$ cat config.mk
export PLATFORM = sky130hd
export DESIGN_NAME = sya_loop_ctrl
export DESIGN_NICKNAME = d
export VERILOG_FILES = /design/src/rtl/sya_loop_ctrl.sv
export SDC_FILE = /design/constraint.sdc
export NUM_CORES = 1
export LEC_CHECK = 0
export BUFFER_PORTS_ARGS = -buffer_cell sky130_fd_sc_hd__buf_2
export CORE_MARGIN = 8
export CORE_UTILIZATION = 30
export CTS_BUF_LIST = sky130_fd_sc_hd__clkbuf_8
export DETAILED_ROUTE_END_ITERATION = 8
export GPL_TIMING_DRIVEN = 0
export PLACE_DENSITY = 0.57
export SYNTH_ARGS = -nofsm -noshare
export SYNTH_HDL_FRONTEND = slang
export SYNTH_SLANG_ARGS = --single-unit
$ cat constraint.sdc
create_clock -name Clk -period 3.7 [get_ports Clk]
set_input_delay 0.555 -clock Clk [delete_from_list [all_inputs] [get_ports Clk]]
set_output_delay 0.555 -clock Clk [all_outputs]
set_load 0.005 [all_outputs]
$ cat src/rtl/sya_loop_ctrl.sv
`default_nettype none
// ============================================================================
// Module      : sya_loop_ctrl
// Description : Three-level (row / col / k) loop index generator with a
//               valid/ready tuple stream, abort, and a completion pulse.
// Revision    : 1.0 - initial release
// ============================================================================
module sya_loop_ctrl #(
    parameter int DW = 8
) (
    input  logic          Clk,
    input  logic          Rst,
    input  logic          CfgVld,
    output logic          CfgRdy,
    input  logic [DW-1:0] CfgNumRow,
    input  logic [DW-1:0] CfgNumCol,
    input  logic [DW-1:0] CfgNumK,
    input  logic          Abort,
    output logic          OutVld,
    input  logic          OutRdy,
    output logic [DW-1:0] OutRow,
    output logic [DW-1:0] OutCol,
    output logic [DW-1:0] OutK,
    output logic          OutLastK,
    output logic          OutLast,
    output logic          Done
);

    localparam logic [1:0] c_ST_IDLE = 2'd0;
    localparam logic [1:0] c_ST_RUN  = 2'd1;
    localparam logic [1:0] c_ST_DONE = 2'd2;

    localparam logic [DW-1:0] c_ZERO = '0;
    localparam logic [DW-1:0] c_ONE  = {{(DW-1){1'b0}}, 1'b1};

    logic [1:0]    r_state;
    logic [DW-1:0] r_num_row;
    logic [DW-1:0] r_num_col;
    logic [DW-1:0] r_num_k;
    logic [DW-1:0] r_row;
    logic [DW-1:0] r_col;
    logic [DW-1:0] r_k;

    logic [DW-1:0] w_cfg_row;
    logic [DW-1:0] w_cfg_col;
    logic [DW-1:0] w_cfg_k;
    logic          w_hs;
    logic          w_k_wrap;
    logic          w_col_wrap;
    logic          w_row_wrap;
    logic          w_last;

    // A zero bound runs its loop once, so bounds are stored already substituted.
    assign w_cfg_row = (CfgNumRow == c_ZERO) ? c_ONE : CfgNumRow;
    assign w_cfg_col = (CfgNumCol == c_ZERO) ? c_ONE : CfgNumCol;
    assign w_cfg_k   = (CfgNumK   == c_ZERO) ? c_ONE : CfgNumK;

    assign w_hs       = OutVld & OutRdy;
    assign w_k_wrap   = (r_k   == (r_num_k   - c_ONE));
    assign w_col_wrap = (r_col == (r_num_col - c_ONE));
    assign w_row_wrap = (r_row == (r_num_row - c_ONE));
    assign w_last     = w_k_wrap & w_col_wrap & w_row_wrap;

    always_ff @(posedge Clk) begin
        if (Rst) begin
            r_state   <= c_ST_IDLE;
            r_num_row <= c_ZERO;
            r_num_col <= c_ZERO;
            r_num_k   <= c_ZERO;
            r_row     <= c_ZERO;
            r_col     <= c_ZERO;
            r_k       <= c_ZERO;
        end else begin
            case (r_state)
                c_ST_IDLE: begin
                    if (CfgVld) begin
                        r_num_row <= w_cfg_row;
                        r_num_col <= w_cfg_col;
                        r_num_k   <= w_cfg_k;
                        r_row     <= c_ZERO;
                        r_col     <= c_ZERO;
                        r_k       <= c_ZERO;
                        r_state   <= c_ST_RUN;
                    end
                end
                c_ST_RUN: begin
                    // Abort wins even over the handshake of the final tuple.
                    if (Abort) begin
                        r_state <= c_ST_IDLE;
                    end else if (w_hs) begin
                        if (w_last) begin
                            r_state <= c_ST_DONE;
                        end else if (w_k_wrap) begin
                            r_k <= c_ZERO;
                            if (w_col_wrap) begin
                                r_col <= c_ZERO;
                                r_row <= r_row + c_ONE;
                            end else begin
                                r_col <= r_col + c_ONE;
                            end
                        end else begin
                            r_k <= r_k + c_ONE;
                        end
                    end
                end
                c_ST_DONE: begin
                    r_state <= c_ST_IDLE;
                end
                default: begin
                    r_state <= c_ST_IDLE;
                end
            endcase
        end
    end

    assign CfgRdy   = (r_state == c_ST_IDLE);
    assign OutVld   = (r_state == c_ST_RUN);
    assign Done     = (r_state == c_ST_DONE);
    assign OutRow   = r_row;
    assign OutCol   = r_col;
    assign OutK     = r_k;
    assign OutLastK = OutVld & w_k_wrap;
    assign OutLast  = OutVld & w_last;

endmodule
`default_nettype wire

After elaboration in Yosys (flattened, before gate mapping)
Index checks and enable logic that the tools add are counted.
W data, S select, Z words.
{ "op_classes": {"bitwise": 5, "mux": 26, "reduce_logical": 10, "addsub": 6, "eq_ne": 13} }
{ "ops": {"columns": ["cell", "count"], "rows": [
  ["$mux W8", 18],
  ["$pmux W8 S2", 3],
  ["$add A8 B1 Y8 const B", 3],
  ["$eq A8 B8 Y1", 3],
  ["$logic_not A8 Y1", 3],
  ["$sub A8 B1 Y8 const B", 3],
  ["$mux W2", 4],
  ["$reduce_and A7 Y1", 1],
  ["$ne A2 B1 Y1 const B", 3],
  ["$ne A2 B2 Y1 const B", 3],
  ["$ne A3 B2 Y1 const B", 2],
  ["$reduce_and A6 Y1", 1],
  ["$and A1 B1 Y1", 5],
  ["$reduce_and A5 Y1", 1],
  ["$pmux W2 S2", 1],
  ["$reduce_and A3 Y1", 1],
  ["$eq A2 B1 Y1 const B", 1],
  ["$eq A2 B2 Y1 const B", 1],
  ["$logic_not A2 Y1", 1],
  ["$reduce_and A2 Y1", 1],
  ["$reduce_bool A2 Y1", 1]
]} }
{ "totals": {"out_inout_bits": 29, "elab_cells": 67, "ff_bits": 50, "in_bits": 29} }

Logic depth before layout (Yosys ltp)
{ "logic_depth": {"word_depth": 8, "depth_mapped": 13, "ltp_nobuf": 11} }

Worst setup path before layout
OpenSTA, ideal clock, no wires.
{ "synth_timing": {"path_kind": "register -> output", "startpoint": "register r_num_k[0]", "endpoint": "output port OutLast", "stages_incl_launch_ff": 11, "setup_slack_ns": 0.819, "path_buffers": 1, "t_arrival_ns": 2.326, "required_time_ns": 3.145, "cell_sequence": "dfxtp_1 -> inv_1 -> ha_1 -> o21ba_2 -> a221oi_1 -> a41oi_1 -> or4_4 -> nor2_1 -> nand3_1 -> inv_2 -> buf_4"} }
{ "synth_between": {"elab_chain_len": 5} }
{ "synth_rtl": {"columns": ["item", "line", "rtl"], "rows": [
  ["start, declared", "39", "logic [DW-1:0] r_num_k;"],
  ["start signal, assigned", "69", "r_num_k <= c_ZERO;"],
  ["start signal, assigned", "79", "r_num_k <= w_cfg_k;"],
  ["$sub A8 B1 Y8", "59", "assign w_k_wrap = (r_k == (r_num_k - c_ONE));"],
  ["$eq A8 B8 Y1", "59", null],
  ["$and A1 B1 Y1 (2 in a row)", "62", "assign w_last = w_k_wrap & w_col_wrap & w_row_wrap;"],
  ["$and A1 B1 Y1", "123", "assign OutLast = OutVld & w_last;"],
  ["end, declared", "25", "output logic OutLast,"]
]} }
No other way between the ends.

Worst setup path in the final report
Same ends and word-level chain as after synthesis.

==> flow_summary.toml <==
[placed_design]
place_congestion = 0.806
port_buffers = 57
hpwlAfterDp_um = 6970

[power_and_ir_drop]
p_leak_nw = 1.42
report.power.total_mw = 1.15
ir_drop_v = 0.000200
power_density_nw_per_um2 = 312

[routing]
drt-vias-per-instance = 5.15
firstDrtPassIters = 4
first_iter_violations = 228
drc = 0
wirelength_um = 8910
num_vias = 3048
drtAntennaViolNets = 0
wire_per_inst_um = 15.1

[timing]
setup_tns_ns = 0
min_period_ns = 3.55
worst_pin_slew_ns = 0.755
finalHoldViolCount = 0
max_slew_margin = 0.491
drv_slew = 0
whs_ns = 0.473
skew_ns = 0.00951
fmax_mhz = 282
period_share = 0.960
setup_viol = 0

[synth]
syn_nets = 424
synth.cell_area_um2 = 3120
synth_cells = 389
synth-main-ff-cell = "dfxtp_1"
synth.top_cells.by_area = "dfxtp_1 (32%), a21oi_1 (8.0%), nand2_1 (7.5%)"
yosys.area.top_type_share = 0.321
synthTopCellsByCount = "nand2_1 (62), a21oi_1 (50), dfxtp_1 (50), clkbuf_1 (17)"
async_flop_share = 0
synth_edf_count = 0
ys_warn_count = 0
synth.most_common_cell = "nand2_1"
synth.distinct_cells = 58
ys_seq_area_frac = 0.321
ys_ff_latch = 50
yosys.area.top_type = "dfxtp_1"
syn-mean-instance-area_um2 = 8.02

[setup_path]
end_kind = "output port"
crit_type = "flop to output port"
required_ns = 3.14
crit_arrival_ns = 3.00
worstSetupStartpointType = "flop"
path_max_fanout = 10

[final_layout]
areaGrowthSynthToFinish_pct = 18.5
nNetsFinal = 490
drive_gt1_frac = 0.208
post-route-util = 0.361
antenna_cells = 0

[floorplan]
die_w_um = 118
initial_core_util = 0.305
core_area_um2 = 10200
io-pin-count = 58
die_height_um = 118
dieArea_um2 = 13900
num_rows = 37

[global_routing]
grt_pass1_wl_um = 14900
track_usage = 0.127
grt_overflow_total = 0
grt_max_degree = 19
grt_pass1_vias = 2952
antenna_found_initial = 0

[cts]
ctsHoldBuffers = 0
h-tree-depth = 2
clkLatencyLatePin_ns = 0.31
path_clk_slew_ns = 0.11
cts_tree = "done"
cts_buffers = 5
cts_buffer_depth = 2
root_buffer = "clkbuf_8"
cts_sinks = 50

[run_status]
status = "complete, no violations"

[worst_hold_path]
hp-class = "flop to flop"

[flow_run]
cap_violations = 0
-- area by class of cell --
cell class / instances / area, µm²
clock inverter: 3 / 26.3
sequential: 50 / 1000
tap: 136 / 170
fill: 1089 / 6540
timing repair buffer: 59 / 300
buffer: 24 / 114
inverter: 10 / 37.5
multi-input combinational: 305 / 1970
clock buffer: 5 / 68.8
-- cell usage in the layout (no fill, tap or decap), drive strengths merged, types with 4 or more instances in the layout --
master  instances
buf            66
nand2          63
a21oi          50
dfxtp          50
clkbuf         22
nand3          15
xnor2          14
nor2           14
xor2           12
inv            12
nor3           11
or3            11
nor4           10
o21ai           9
mux2i           8
or4             8
o31ai           7
nand2b          6
ha              6
a211oi          6
nand4           5
and2            4
and3            4
a311oi          4
-- worst max-delay path, cell delays in order, from the launching register on --
cell and delay (ns):
dfxtp_2 0.39, inv_1 0.06, ha_1 0.27, o21ba_2 0.22, a221oi_1 0.30, a41oi_1 0.11
or4_4 0.61, nor2_2 0.15, nand3_1 0.16, inv_2 0.13, buf_4 0.17, buf_2 0.13
-- logic make-up after synthesis --
kind of cell / count (synthesis) / synth area share
AO/OA/AOI/OAI: 101 / 0.218
XOR/XNOR: 26 / 0.0730
adder cells (fa/ha/maj): 6 / 0.0241
buffers and inverters: 34 / 0.0486
flip-flops: 50 / 0.321
multiplexers: 8 / 0.0257
AND/OR/NAND/NOR: 164 / 0.290
-- worst paths after layout --
| kind | slack [ns] | endpoint | from | depth (start not counted) |
|---|---|---|---|---|
| worst max-delay path | 0.15 | OutLast | r_num_k[0] | 11 |
| worst min-delay path | 0.47 | r_num_row[7] | r_num_row[7] | 2 |
| worst max register to register | 0.73 | OutRow[5] | r_num_k[0] | 10 |
| worst min register to register | 0.47 | r_num_row[7] | r_num_row[7] | 2 |
-- stage by stage --
| stage | std cells | area, µm² | setup WS, ns |
|---|---|---|---|
| after floorplan | 389 | 3120 | 0.819 |
| after global placement | 582 | 3570 | 0.360 |
| after detailed placement | 582 | 3570 | 0.339 |
| after CTS | 590 | 3670 | 0.0143 |
| after global routing | 592 | 3690 | -0.000607 |
| final | 592 | 3690 | 0.149 |
-- state kept, by name, summed over array words and instances, names as in the netlist --
signal and cells:
r_num_col 8, r_num_k 8, OutK 8, OutRow 8, r_num_row 8, OutCol 8, r_state 2
-- per-layer routing --
layer / share of wire / up-vias / global-route usage / wire length (µm)
met3: 0.043 / 10 / 0.0278 / 379
met4: 0.013 / 0 / 0.0360 / 112
li1: - / 1554 / - / -
met5: 0 / - / 0 / 0
met1: 0.46 / 1427 / 0.156 / 4080
met2: 0.49 / 57 / 0.218 / 4330
-- report_power, final --
part,total [mW],switching (mW),internal (mW)
logic,0.226,0.132,0.0940
clock network,0.346,0.206,0.140
registers,0.582,0.0245,0.557
-- repair_timing --
item / CTS / global route
endpoints found under the hold margin: 0 / 0
setup buffers: 0 / 2
endpoints found under the setup margin: 1 / 1
resized for setup: 1 / 3
Power figures use the tool's default switching activity.
